===== config.mk =====
export PLATFORM = sky130hd
export DESIGN_NAME = lc4_pipe_ctrl
export DESIGN_NICKNAME = d
export VERILOG_FILES = /design/src/rtl/lc4_pipe_pkg.sv /design/src/rtl/Nbit_reg.sv /design/src/rtl/lc4_sat_counter.sv /design/src/rtl/lc4_pipe_ctrl.sv
export SDC_FILE = /design/constraint.sdc
export NUM_CORES = 1
export LEC_CHECK = 0
export ABC_CLOCK_PERIOD_IN_PS = 2400
export CORE_MARGIN = 4
export CORE_UTILIZATION = 45
export CTS_CLUSTER_DIAMETER = 150
export DETAILED_ROUTE_END_ITERATION = 10
export PLACE_DENSITY_LB_ADDON = 0.12
export SLEW_MARGIN = 0
export SYNTH_ARGS = -nofsm -noshare
export SYNTH_HDL_FRONTEND = slang
export SYNTH_SLANG_ARGS = --single-unit

===== constraint.sdc =====
create_clock -name clk -period 2.4 [get_ports clk]
set_input_delay 0.48 -clock clk [delete_from_list [all_inputs] [get_ports clk]]
set_output_delay 0.48 -clock clk [all_outputs]
set_load 0.02 [all_outputs]

===== src/rtl/lc4_pipe_pkg.sv =====
// Shared definitions for the LC4 pipeline hazard controller.
// Stall codes travel with each instruction down the pipe.
package lc4_pipe_pkg;

    localparam logic [1:0] STALL_NONE    = 2'd0;
    localparam logic [1:0] STALL_FLUSH   = 2'd2;
    localparam logic [1:0] STALL_LOADUSE = 2'd3;

    localparam int CNT_W = 16;

    // Source operands that need a loaded value in D. A store's r2 is
    // excluded because the WM bypass supplies it.
    function automatic logic load_use_hit(
        input logic       x_is_load,
        input logic       x_regfile_we,
        input logic [2:0] x_wsel,
        input logic       d_r1re,
        input logic [2:0] d_r1sel,
        input logic       d_r2re,
        input logic [2:0] d_r2sel,
        input logic       d_is_store,
        input logic       d_is_branch
    );
        logic dep;
        dep = (d_r1re && (d_r1sel == x_wsel)) ||
              (d_r2re && (d_r2sel == x_wsel) && !d_is_store) ||
              d_is_branch;
        return x_is_load && x_regfile_we && dep;
    endfunction

endpackage


===== src/rtl/Nbit_reg.sv =====
// Generic N-bit state register with write enable, global write enable
// and a parameterised synchronous reset value.
module Nbit_reg #(
    parameter int           n = 1,
    parameter logic [n-1:0] r = '0
) (
    input  logic [n-1:0] in,
    input  logic         clk,
    input  logic         we,
    input  logic         gwe,
    input  logic         rst,
    output logic [n-1:0] out
);

    logic [n-1:0] state_q;

    // Reset wins regardless of gwe so a single-stepped machine still resets.
    always_ff @(posedge clk) begin
        if (rst) begin
            state_q <= r;
        end else if (gwe && we) begin
            state_q <= in;
        end
    end

    assign out = state_q;

endmodule


===== src/rtl/lc4_sat_counter.sv =====
// Saturating event counter; advances on gwe edges when inc is high and
// sticks at all-ones.
module lc4_sat_counter #(
    parameter int W = 16
) (
    input  logic         clk,
    input  logic         rst,
    input  logic         gwe,
    input  logic         inc,
    output logic [W-1:0] count
);

    logic [W-1:0] count_q;
    logic [W-1:0] count_d;

    always_comb begin
        count_d = count_q;
        if (inc && (count_q != {W{1'b1}})) begin
            count_d = count_q + 1'b1;
        end
    end

    always_ff @(posedge clk) begin
        if (rst) begin
            count_q <= '0;
        end else if (gwe) begin
            count_q <= count_d;
        end
    end

    assign count = count_q;

endmodule


===== src/rtl/lc4_pipe_ctrl.sv =====
// LC4 five-stage pipeline hazard controller: load-use stall, branch flush,
// per-stage stall codes for the test interface, and event counters.
module lc4_pipe_ctrl
    import lc4_pipe_pkg::*;
(
    input  logic        clk,
    input  logic        rst,
    input  logic        gwe,
    input  logic [2:0]  d_r1sel,
    input  logic [2:0]  d_r2sel,
    input  logic        d_r1re,
    input  logic        d_r2re,
    input  logic        d_is_store,
    input  logic        d_is_branch,
    input  logic        x_is_load,
    input  logic        x_regfile_we,
    input  logic [2:0]  x_wsel,
    input  logic        x_redirect,
    output logic        pc_we,
    output logic        fd_we,
    output logic        dx_bubble,
    output logic        fd_flush,
    output logic [1:0]  x_stall,
    output logic [1:0]  m_stall,
    output logic [1:0]  w_stall,
    output logic [1:0]  test_stall,
    output logic [15:0] n_loaduse,
    output logic [15:0] n_flush
);

    logic       load_use;
    logic [1:0] d_code_q, d_code_d;
    logic [1:0] x_stall_q, x_stall_d;
    logic [1:0] m_stall_q, w_stall_q;

    assign load_use = load_use_hit(x_is_load, x_regfile_we, x_wsel,
                                   d_r1re, d_r1sel, d_r2re, d_r2sel,
                                   d_is_store, d_is_branch);

    // A redirect squashes both D and F, so it outranks a load-use stall.
    always_comb begin
        pc_we     = 1'b1;
        fd_we     = 1'b1;
        fd_flush  = 1'b0;
        dx_bubble = 1'b0;
        d_code_d  = STALL_NONE;
        x_stall_d = d_code_q;
        if (x_redirect) begin
            fd_flush  = 1'b1;
            dx_bubble = 1'b1;
            d_code_d  = STALL_FLUSH;
            x_stall_d = STALL_FLUSH;
        end else if (load_use) begin
            pc_we     = 1'b0;
            fd_we     = 1'b0;
            dx_bubble = 1'b1;
            d_code_d  = d_code_q;
            x_stall_d = STALL_LOADUSE;
        end
    end

    Nbit_reg #(.n(2), .r(STALL_FLUSH)) u_d_code (
        .in(d_code_d), .clk(clk), .we(1'b1), .gwe(gwe), .rst(rst), .out(d_code_q)
    );

    Nbit_reg #(.n(2), .r(STALL_FLUSH)) u_x_stall (
        .in(x_stall_d), .clk(clk), .we(1'b1), .gwe(gwe), .rst(rst), .out(x_stall_q)
    );

    Nbit_reg #(.n(2), .r(STALL_FLUSH)) u_m_stall (
        .in(x_stall_q), .clk(clk), .we(1'b1), .gwe(gwe), .rst(rst), .out(m_stall_q)
    );

    Nbit_reg #(.n(2), .r(STALL_FLUSH)) u_w_stall (
        .in(m_stall_q), .clk(clk), .we(1'b1), .gwe(gwe), .rst(rst), .out(w_stall_q)
    );

    assign x_stall    = x_stall_q;
    assign m_stall    = m_stall_q;
    assign w_stall    = w_stall_q;
    assign test_stall = w_stall_q;

    lc4_sat_counter #(.W(CNT_W)) u_cnt_loaduse (
        .clk(clk), .rst(rst), .gwe(gwe),
        .inc(load_use && !x_redirect), .count(n_loaduse)
    );

    lc4_sat_counter #(.W(CNT_W)) u_cnt_flush (
        .clk(clk), .rst(rst), .gwe(gwe),
        .inc(x_redirect), .count(n_flush)
    );

endmodule


==> insert_results.sql <==
INSERT INTO impl_metrics (metric_group, metric, value, unit) VALUES
('power_and_ir_drop', 'pwr_density_cell', '432', 'nW/µm²'),
('min_path', 'timing.hold.worst.class', 'reg2reg', ''),
('floorplanning', 'start_util', '0.481', ''),
('grt', 'globalRouteTotalUtil', '0.189', ''),
('power_and_ir_drop', 'power.static_leakage', '0.00101', 'µW'),
('clock_tree', 'holdBufCountCts', '0', ''),
('critical_path', 'crit_chain', 'clkdlybuf4s50_1 -> xor2_1 -> nor4_2 -> buf_4 -> or3_1 -> buf_2', ''),
('clock_tree', 'cts_tree', 'done', ''),
('sta', 'max_freq', '0.425', 'GHz'),
('sta', 'worst_slew_margin_rel', '0.546', ''),
('route', 'route.detailed.wl_per_inst', '14.3', 'µm'),
('synthesis', 'syn_area_per_cell', '8.63', 'µm²'),
('place', 'place_inst', '342', ''),
('finish', 'area_growth', '41.6', '%'),
('sta', 'period_minus_slack', '2350', 'ps'),
('critical_path', 'crit_arrival', '1870', 'ps'),
('finish', 'num-nets-final', '323', ''),
('synthesis', 'synth_cell_types', '45', ''),
('clock_tree', 'cts_buffers', '5', ''),
('route', 'viasPerCell', '5.54', ''),
('floorplanning', 'die_w', '74.6', 'µm'),
('route', 'detail_route.first_pass.iterations', '5', ''),
('place', 'portBuffers', '62', ''),
('synthesis', 'synth-seq-cells', '39', ''),
('floorplanning', 'design.die.area', '5560', 'µm²'),
('flow_run', 'drv_cap', '0', ''),
('sta', 'worst_slew_pin_slew', '679', 'ps'),
('synthesis', 'synth-edff-count', '0', ''),
('route', 'residual_drc_count', '0', ''),
('run_status', 'status', 'complete, no violations', ''),
('sta', 'setup_repair_after_global_routing_missed_its_margin', 'false', ''),
('critical_path', 'path_class', 'in2out', ''),
('grt', 'wire_length_of_the_first_global_routing_pass', '8310', 'µm'),
('floorplanning', 'die_height', '74.6', 'µm'),
('floorplanning', 'fp-row-count', '23', ''),
('grt', 'antenna_found_initial', '0', ''),
('power_and_ir_drop', 'power.ir.vdd_worst', '0.000382', 'V'),
('clock_tree', 'cts_sinks', '39', ''),
('critical_path', 'cp-end-kind', 'output port', ''),
('floorplanning', 'placeableCoreArea', '4140', 'µm²'),
('sta', 'postLayoutSetupSlackWorst', '48.8', 'ps'),
('critical_path', 'worst_setup_path_start_kind', 'primary input', ''),
('finish', 'filler_cell_count', '361', ''),
('route', 'postRouteWirelength', '5030', 'µm'),
('grt', 'pin_count_of_the_biggest_net_entering_global_routing', '20', ''),
('synthesis', 'ys.flop_type', 'sky130_fd_sc_hd__dfxtp_1', ''),
('clock_tree', 'ctsHtreeMaxLevel', '2', ''),
('finish', 'drive_gt1_frac', '0.119', ''),
('power_and_ir_drop', 'p_total', '1220', 'µW'),
('sta', 'timing_max_transition_violations_final', '0', ''),
('synthesis', 'netlist_instances', '231', ''),
('sta', 'period_share', '0.980', ''),
('synthesis', 'synth.net_count', '252', ''),
('critical_path', 'slowest_delay', '470', 'ps'),
('route', 'first_iter_violations', '108', ''),
('clock_tree', 'cts.reportedPaths.clkPinSlew', '70', 'ps'),
('sta', 'setup_viol', '0', ''),
('synthesis', 'synth-seq-area-share', '0.391', ''),
('critical_path', 'cp.required', '1920', 'ps'),
('floorplanning', 'io_count', '63', ''),
('grt', 'grt_pass1_vias', '1923', ''),
('synthesis', 'yosysWarningCount', '0', ''),
('clock_tree', 'max-clock-path-buffers', '2', ''),
('critical_path', 'critical_path.slowest_cell', 'sky130_fd_sc_hd__clkdlybuf4s50_1', ''),
('place', 'place_hpwl', '3730', 'µm'),
('synthesis', 'async_flop_share', '0', ''),
('clock_tree', 'clk_latency', '290', 'ps'),
('place', 'place.gp.congestion', '0.815', ''),
('finish', 'finalNonFillerCells', '352', ''),
('sta', 'hold_violations', '0', ''),
('finish', 'diodes', '0', ''),
('route', 'postRouteAntennaNets', '0', ''),
('critical_path', 'cp_max_fo', '6', ''),
('sta', 'fin_tns_setup', '0', 'ps'),
('route', 'dr_total_vias', '1951', ''),
('synthesis', 'post_synth_instance_area', '1990', 'µm²'),
('place', 'place_ws', '-541', 'ps'),
('grt', 'overflow', '0', ''),
('sta', 'fin_skew', '9.82', 'ps'),
('clock_tree', 'root_buffer_master', 'sky130_fd_sc_hd__clkbuf_8', '');
synthesized netlist by cell type (all sizes together), types with 6 or more instances:
| cell | count | area share |
|---|---|---|
| dfxtp | 39 | 0.39 |
| nor2 | 24 | 0.045 |
| a21oi | 19 | 0.048 |
| nand2 | 14 | 0.026 |
| nand3 | 11 | 0.028 |
| clkbuf | 10 | 0.019 |
| o31ai | 8 | 0.030 |
| xnor2 | 8 | 0.035 |
| xor2 | 8 | 0.035 |
| or3 | 7 | 0.022 |
| or4 | 7 | 0.026 |
| and4 | 6 | 0.026 |
| nor2b | 6 | 0.019 |
| o21ai | 6 | 0.017 |
per-layer routing:
layer  GRT usage  part of all wire  vias to the layer above
met4      0.0652             0.014                        0
met1       0.228              0.45                      901
li1            -                 -                      990
met5           0                 0                        -
met2       0.328              0.47                       53
met3      0.0473             0.069                        7
layout by cell type, fill, tap and decap left out, types with 11 or more instances in the layout:
cell type | netlist | layout
sky130_fd_sc_hd__nor2_1 | 24 | 24
sky130_fd_sc_hd__a21oi_1 | 19 | 19
sky130_fd_sc_hd__nand3_1 | 11 | 11
sky130_fd_sc_hd__clkdlybuf4s50_1 | 0 | 49
sky130_fd_sc_hd__nand2_1 | 14 | 14
sky130_fd_sc_hd__buf_4 | 4 | 17
sky130_fd_sc_hd__dfxtp_1 | 39 | 39
sequential cells by signal, summed over array words and instances (netlist names):
signal / flops
u_w_stall.out: 2
u_m_stall.out: 2
u_cnt_loaduse.count: 16
u_d_code.out: 1
u_x_stall.out: 2
u_cnt_flush.count: 16
final timing paths:
check        slack [ps]                    from                     end  depth (start not counted)
max                  50              d_r2sel[1]               dx_bubble                          6
min                 500  u_cnt_loaduse.count[9]  u_cnt_loaduse.count[9]                          2
max reg2reg         450  u_cnt_loaduse.count[0]  u_cnt_loaduse.count[3]                          7
min reg2reg         500  u_cnt_loaduse.count[9]  u_cnt_loaduse.count[9]                          2
where the power goes:
part	total [µW]	switching (µW)	internal, µW
Combinational	131	62.5	68.3
Sequential	659	5.73	653
Clock	430	231	199
through the flow:
step / hold slack, ps / area, µm² / util
2_1_floorplan: 457 / 1990 / -
3_3_place_gp: 468 / 2700 / 0.652
3_5_place_dp: 486 / 2700 / 0.652
4_1_cts: 497 / 2800 / 0.675
5_1_grt: 510 / 2820 / 0.681
6_report: 497 / 2820 / 0.681
what timing repair did:
item,4_1_cts,5_1_grt
setup buffers,3,0
endpoints found under the setup margin,6,5
gates resized for setup,25,5
pin swaps,5,0
worst max-delay path: cells and delay by family:
kind                      cells  cell delay [ps]
buffers and inverters         3              800
xor gates and xnor gates      1              180
and+or+nand+nor               2              410
logic make-up after synthesis:
| logic type | Yosys count | share of synthesized area |
|---|---|---|
| DFF | 39 | 0.391 |
| buffers and inverters | 19 | 0.0471 |
| adders and majority gates | 2 | 0.0125 |
| AOI/OAI and AO/OA | 51 | 0.176 |
| and+or+nand+nor | 98 | 0.271 |
| muxes | 6 | 0.0320 |
| xor gates and xnor gates | 16 | 0.0703 |
final cells by class:
| type | count | area, µm² | share of cell area |
|---|---|---|---|
| sequential | 39 | 781 | 0.276 |
| clock buffer | 5 | 68.8 | 0.0244 |
| inverter | 4 | 15.0 | 0.00532 |
| tap | 50 | 62.6 | 0.0222 |
| multi-input combinational | 173 | 1140 | 0.405 |
| clock inverter | 2 | 13.8 | 0.00487 |
| timing repair buffer | 79 | 741 | 0.262 |
(Power assumes the default switching activity.)
